$ cat src/rtl/battleship_input_conditioner.sv
// Battleship control front end: synchronizes, debounces and edge-detects the six player controls.
// Emits registered one-cycle press pulses (moves arbitrated to one-hot) and debounced held levels.
module battleship_input_conditioner #(
   parameter int unsigned DEBOUNCE_CYCLES = 50000,
   parameter int unsigned SYNC_STAGES     = 2
) (
   input  logic       clk,
   input  logic       reset,
   input  logic       izquierda_n,
   input  logic       derecha_n,
   input  logic       arriba_n,
   input  logic       abajo_n,
   input  logic       attack_raw,
   input  logic       poner_raw,
   output logic [3:0] move_pulse,
   output logic       attack_pulse,
   output logic       poner_pulse,
   output logic [5:0] held
);

   localparam int unsigned NCH   = 6;
   localparam int unsigned CNT_W = (DEBOUNCE_CYCLES > 1) ? $clog2(DEBOUNCE_CYCLES) : 1;
   localparam logic [CNT_W-1:0] CNT_LAST = CNT_W'(DEBOUNCE_CYCLES - 1);
   // Idle level of each raw input: direction buttons rest high, attack/poner rest low
   localparam logic [NCH-1:0] RELEASED_LVL = 6'b00_1111;

   typedef enum logic [1:0] {
      IDLE,
      PRESS_WAIT,
      HELD,
      RELEASE_WAIT
   } state_t;

   logic [NCH-1:0]                  w_raw;
   logic [SYNC_STAGES-1:0][NCH-1:0] r_sync;
   logic [NCH-1:0]                  w_pressed;
   logic [NCH-1:0]                  w_press;
   logic [3:0]                      w_move_sel;
   logic [3:0]                      r_move_pulse;
   logic                            r_attack_pulse;
   logic                            r_poner_pulse;

   assign w_raw = {poner_raw, attack_raw, abajo_n, arriba_n, derecha_n, izquierda_n};

   always_ff @(posedge clk or posedge reset) begin
      if (reset) begin
         r_sync <= {SYNC_STAGES{RELEASED_LVL}};
      end else begin
         r_sync <= {r_sync[SYNC_STAGES-2:0], w_raw};
      end
   end

   assign w_pressed = r_sync[SYNC_STAGES-1] ^ RELEASED_LVL;

   for (genvar g = 0; g < NCH; g++) begin : g_ch
      state_t           r_state;
      logic [CNT_W-1:0] r_cnt;
      logic             r_held;

      // Press qualifies on the cycle the counter expires in PRESS_WAIT; the pulse is registered
      // at the same edge that moves the FSM into HELD, so pulse and held rise together.
      assign w_press[g] = (r_state == PRESS_WAIT) && w_pressed[g] && (r_cnt == CNT_LAST);
      assign held[g]    = r_held;

      always_ff @(posedge clk or posedge reset) begin
         if (reset) begin
            r_state <= IDLE;
            r_cnt   <= '0;
            r_held  <= 1'b0;
         end else begin
            unique case (r_state)
               IDLE: begin
                  if (w_pressed[g]) begin
                     r_state <= PRESS_WAIT;
                     r_cnt   <= '0;
                  end
               end
               PRESS_WAIT: begin
                  if (!w_pressed[g]) begin
                     r_state <= IDLE;
                  end else if (r_cnt == CNT_LAST) begin
                     r_state <= HELD;
                     r_held  <= 1'b1;
                  end else begin
                     r_cnt <= r_cnt + CNT_W'(1);
                  end
               end
               HELD: begin
                  if (!w_pressed[g]) begin
                     r_state <= RELEASE_WAIT;
                     r_cnt   <= '0;
                  end
               end
               RELEASE_WAIT: begin
                  if (w_pressed[g]) begin
                     r_state <= HELD;
                  end else if (r_cnt == CNT_LAST) begin
                     r_state <= IDLE;
                     r_held  <= 1'b0;
                  end else begin
                     r_cnt <= r_cnt + CNT_W'(1);
                  end
               end
               default: begin
                  r_state <= IDLE;
                  r_cnt   <= '0;
                  r_held  <= 1'b0;
               end
            endcase
         end
      end
   end

   // Fixed priority izquierda > derecha > arriba > abajo; losers are dropped
   always_comb begin
      w_move_sel = '0;
      if (w_press[0]) begin
         w_move_sel = 4'b0001;
      end else if (w_press[1]) begin
         w_move_sel = 4'b0010;
      end else if (w_press[2]) begin
         w_move_sel = 4'b0100;
      end else if (w_press[3]) begin
         w_move_sel = 4'b1000;
      end
   end

   always_ff @(posedge clk or posedge reset) begin
      if (reset) begin
         r_move_pulse   <= '0;
         r_attack_pulse <= 1'b0;
         r_poner_pulse  <= 1'b0;
      end else begin
         r_move_pulse   <= w_move_sel;
         r_attack_pulse <= w_press[4];
         r_poner_pulse  <= w_press[5];
      end
   end

   assign move_pulse   = r_move_pulse;
   assign attack_pulse = r_attack_pulse;
   assign poner_pulse  = r_poner_pulse;

endmodule

$ cat config.mk
export PLATFORM = sky130hd
export DESIGN_NAME = battleship_input_conditioner
export DESIGN_NICKNAME = d
export VERILOG_FILES = /design/src/rtl/battleship_input_conditioner.sv
export SDC_FILE = /design/constraint.sdc
export NUM_CORES = 1
export LEC_CHECK = 0
export BUFFER_PORTS_ARGS = -buffer_cell sky130_fd_sc_hd__buf_2
export CAP_MARGIN = 40
export CELL_PAD_IN_SITES_DETAIL_PLACEMENT = 1
export CELL_PAD_IN_SITES_GLOBAL_PLACEMENT = 1
export CORE_MARGIN = 5
export CORE_UTILIZATION = 40
export CTS_CLUSTER_SIZE = 20
export DETAILED_ROUTE_END_ITERATION = 10
export PLACE_DENSITY = 0.73
export SYNTH_ARGS = -nofsm -noshare
export SYNTH_HDL_FRONTEND = slang
export SYNTH_SLANG_ARGS = --single-unit
$ cat constraint.sdc
create_clock -name clk -period 6.5 [get_ports clk]
set_input_delay 0.65 -clock clk [delete_from_list [all_inputs] [get_ports clk]]
set_output_delay 0.65 -clock clk [all_outputs]
set_load 0.05 [all_outputs]
# Yosys cells after proc, flatten, opt, wreduce, memory -nomap -nowiden
# Cells that the tools add are included.
dict set report totals {
  ff_bits 132
  wordCells 256
  output_inout_bits 12
  input_bits 8
}
dict set report op_classes {
  addsub 6
  bitwise 1
  muxes 112
  n_reduce_logical 42
  n_eq_ne 72
}
# cell n
set op_table {}
lappend op_table {{two-way mux 16 bit} 30}
lappend op_table {{case mux 16 bit (4 select lines)} 6}
lappend op_table {{adder 16 x 1 -> 16 bit, second input constant} 6}
lappend op_table {{== test 16 bit, second input constant} 6}
lappend op_table {{two-way mux 2 bit} 36}
lappend op_table {{!= test 2 bit, second input constant} 30}
lappend op_table {{case mux 2 bit (4 select lines)} 6}
lappend op_table {{AND reduction 4 bit} 12}
lappend op_table {{AND reduction 5 bit} 6}
lappend op_table {{== test 2 bit, second input constant} 12}
lappend op_table {{two-way mux 1 bit} 24}
lappend op_table {{!= test 3 x 2 -> 1 bit, second input constant} 6}
lappend op_table {{!= test 3 bit, second input constant} 6}
lappend op_table {{two-way mux 4 bit} 4}
lappend op_table {{== test 2 x 1 -> 1 bit, second input constant} 6}
lappend op_table {{logical AND 1 bit} 12}
lappend op_table {{zero test 2 bit} 6}
lappend op_table {{!= test 2 x 1 -> 1 bit, second input constant} 6}
lappend op_table {{case mux 1 bit (2 select lines)} 6}
lappend op_table {{nonzero test 2 bit} 6}
lappend op_table {{inverter 4 bit} 1}

# Longest topological paths before layout
dict set report depth {
  depth_word 7
  depth_mapped 8
}

# Worst setup path after synthesis
# OpenSTA, ideal clock, no wires.
dict set report synth_timing {
  path_type {reg2reg}
  start {reg g_ch[0].r_cnt[10]}
  end {reg g_ch[0].r_cnt[12]}
  slack_ns 4.463
  required_time_ns 6.376
  stages_incl_launch_ff 8
  t_arrival_ns 1.913
  path_cell_list {dfrtp_1 > buf_6 > or4b_4 > nor4_4 > or2_1 > buf_6 > nor4_1 > a211o_1}
}
dict set report synth_between {
  elab_chain_len 4
  elab_cells_between_ends 6
  classes_between {add/sub: 1; eq/ne: 1; mux: 4}
}
# element line
set synth_rtl {}
lappend synth_rtl {{start: declaration} 57} ;# logic [CNT_W-1:0] r_cnt;
lappend synth_rtl {{start signal: assignment} 85} ;# r_cnt <= r_cnt + CNT_W'(1);
lappend synth_rtl {{start signal: assignment} 101} ;# r_cnt <= r_cnt + CNT_W'(1);
lappend synth_rtl {{adder 16 x 1 -> 16 bit / == test 16 bit (equally long branches)} --}
lappend synth_rtl {{two-way mux 16 bit (*)} {81, 97}}
lappend synth_rtl {{two-way mux 16 bit (on tied branches)} {95, 79}}
lappend synth_rtl {{case mux 16 bit (4 select lines) (*)} 71} ;# unique case (r_state)
# Mark *: on every way between the ends. The rest lies on a longest branch, timed or not. The select of a mux whose other input is x is not followed.
# A chain may end at the register's enable or synchronous reset.

# Worst setup path in the final report
dict set report layout_timing {
  start {reg g_ch[5].r_state[0]}
  end {reg g_ch[5].r_cnt[14]}
}
dict set report layout_between {
  elab_chain_len 3
  elab_cells_between_ends 10
  classes_between {eq/ne: 7; mux: 1; reduce/logical: 2}
}
# element line
set layout_rtl {}
lappend layout_rtl {{start: declaration} 56} ;# state_t r_state;
lappend layout_rtl {{start signal: assignment} 67} ;# r_state <= IDLE;
lappend layout_rtl {{start signal: assignment} 74} ;# r_state <= PRESS_WAIT;
lappend layout_rtl {{start signal: assignment} 80} ;# r_state <= IDLE;
lappend layout_rtl {{== test 2 bit (tied with other cells)} 71}
lappend layout_rtl {{!= test 2 bit (no source line)} --}
lappend layout_rtl {{AND reduction 4 bit (no source line)} --}
lappend layout_rtl {{end signal: assignment} 85}
lappend layout_rtl {{end signal: assignment} 101}
lappend layout_rtl {{end: declaration} 57}
# Several ways; a longest one is shown, not always the timed one.

==> impl_results.md <==
* Status: finished, final reports clean
* Core ar. at 17120 sq um
* Fraction of layout cells with a size suffix above 1 at 0.1051
* Worst Hold Class: in2async
* Max-cap check violation count at 0
* Antenna violations before repair at 0
* Diodes inserted at 0
* Pleak at ~3.4 nW
* CTS tree: done
* Count of cell types in the netlist at between 60 and 70
* Met1 usage at 0.2354
* RSZ-0062 raised after global routing: no
* Worst setup EP type: flip-flop
* Final Non-Filler Cells at 986
* Num ports at 20
* Clock root buffer: clkbuf_16
* CP startpoint kind: flip-flop
* CTS Buf Count at 17
* Tightest Pin Transition at 0.9148 ns
* Clock Path Buffers at 2
* Power consumption at 0.002019 W
* Worst Path Required at 6.80 ns
* Reg clk slew, reported paths at 0.06 ns
* Number of synthesized flops with an enable pin at 0
* GRT busiest layer: met2
* Final wirelength at 17050 um
* Clock sinks at 132
* Global-route wire length before repair at roughly 30000 um
* Final setup viols at 0
* Post-placement cell count at 954
* Rows at 48
* Peak Freq at between 0.3 and 0.4 GHz
* Min Tclk post-route at between 2 and 3 ns
* Synthesized instance count at 738
* Setup TNS at 0 ns
* Vias in the first global route at 6182
* TritonRoute pass-1 iters at 5
* Nets at roughly 760
* Final period utilization at 0.3981
* DP Wirelength at ~12000 um
* Asr flop ratio synth at 1.000
* Routed vias/inst at between 5 and 6
* Initial Util at 0.4033
* Worst EP arrival at 2.89 ns
* Cts repair resizes at 0
* Die area at 19980 sq um
* IR Drop Worst-Case VDD at around 180 uV
* Rel. slew slack at 0.3880
* Initial drt markers at 394
* I/O Buffers at 19
* Detailed-route DRC error count at 0
* Hold Fails Final Rpt at 0
* Syn Std Cell Area at ~6900 sq um
* PD cells at 259.2 nW/um^2
* All-layer global routing usage at 0.1819
* Routability cong. at 0.8380
* YS warnings at 0
* R2R Setup Slk at 3.91 ns
* Post-route ant nets at 0
* Hold buffer count at cts at 0
* Syn nets at 752
* # H-tree levels at 4
* Mean post-synth cell area at approximately 9.4 sq um
* # Post-CTS Setup Buffers at 0
* Area Growth Syn to Fin at 12.81%
* DIE WIDTH at between 100 and 150 um
* Grt ovf at 0
* Clk_lat worst skew at ~0.42 ns
* Ys flop type: dfrtp_1
* Layout Skew at around 0.0072 ns
* Crit Path Max Fanout at 20
* Met3 usage at 0.03775
* Slew Viols, Final at 0
* Flops & latches, synth at 132
* DR vias at 5819
* Maximum number of pins on one net before global-route repair at 65
* Sequential area share after synthesis at 0.4800
* Met2 usage at 0.3090
* Wirelength per Cell at 17.29 um
* Setup CP Type: reg2reg
* Height of the die at 141.4 um
[flip-flops by register name (all words and copies together) (netlist names), named ones only]
name / count
g_ch.r_cnt: 96
r_sync: 12
g_ch.r_held: 6
g_ch.r_state: 6
move_pulse: 4
attack_pulse: 1
poner_pulse: 1
[path summary, 6_finish.rpt]
check / start / end / cells after the start
max: g_ch[5].r_state[0] / g_ch[5].r_cnt[14] / 5
min: reset / asynchronous set/reset pin / 2
max reg2reg: g_ch[5].r_state[0] / g_ch[5].r_cnt[14] / 5
min reg2reg: r_sync[5] / r_sync[11] / 0
max in group asynchronous: reset / r_sync[6] / 4
min in group clk: izquierda_n / r_sync[0] / 1
[final cells by class]
cell class                 count  area [sq um]
clock inverter                 8         121.4
inverter                      25         98.84
sequential                   132          3313
tap                          225         281.5
multi-input combinational    547          3311
timing repair buffer          25         160.2
clock buffer                  24         501.7
fill                        1965          9329
[synth_stat cells (15+ instances only)]
master      n  area (sq um)
nor2_1     25         93.84
clkbuf_1   18         67.56
and3_1     18         112.6
nand2_1   113         424.2
o31ai_1    20         150.1
nor3_1     16         80.08
nor4_1     15         93.84
nand4_1    20         125.1
nand3_1    45         225.2
inv_1      20         75.07
a31oi_1    15         93.84
dfrtp_1   124          3103
o21ai_0    68         340.3
a21oi_1    23         115.1
[power breakdown]
| group | total (W) | internal [W] | leakage (nW) | switching [W] |
|---|---|---|---|---|
| Sequential | 0.000907 | 0.000855 | 1.78 | 0.0000517 |
| Clock | 0.00101 | 0.000653 | 0.306 | 0.000354 |
| Combinational | 0.000104 | 0.0000371 | 1.28 | 0.0000672 |
[through the flow]
| step | setup slack (ns) | instance area (sq um) | hold WS (ns) | utilization |
|---|---|---|---|---|
| 2_1_floorplan | 2.337 | 6903 | 0.3312 | - |
| 3_5_place_dp | 3.924 | 7164 | 0.3363 | 0.4186 |
| 3_3_place_gp | 4.001 | 7107 | 0.3376 | 0.4152 |
| 6_report | 3.912 | 7787 | 0.2961 | 0.4550 |
| 5_1_grt | 3.714 | 7787 | 0.3089 | 0.4550 |
| 4_1_cts | 3.898 | 7787 | 0.3113 | 0.4550 |
[routing by layer]
| metal | vias to the layer above | part of all wire | wire (um) |
|---|---|---|---|
| li1 | 2767 | - | - |
| met1 | 2972 | 0.46 | 7913 |
| met2 | 61 | 0.50 | 8495 |
| met3 | 19 | 0.023 | 400 |
| met4 | 0 | 0.014 | 241 |
| met5 | - | 0 | 0 |
[cell usage in the layout (no fill, tap or decap), drive strengths merged, types with 22 or more instances in the layout]
| cell | n |
|---|---|
| o21ai | 73 |
| a21oi | 23 |
| buf | 25 |
| inv | 22 |
| clkbuf | 24 |
| nand2 | 114 |
| nand3 | 45 |
| nor2 | 25 |
| dfrtp | 124 |
[cell families after synthesis]
logic type | share of synthesized area
adders and majority gates | 0.01088
AOI/OAI and AO/OA | 0.1804
and+or+nand+nor | 0.2621
buffers and inverters | 0.04042
xor gates and xnor gates | 0.008882
DFF | 0.4800
muxes | 0.01740
[critical path, cell delays in order, from the launching register on]
cell,delay (ns)
dfrtp_1,0.74
or4bb_1,0.52
nor4_4,0.38
nand2b_1,0.40
inv_2,0.16
a41o_1,0.26
Note: power is estimated with default switching activity, not from simulation.
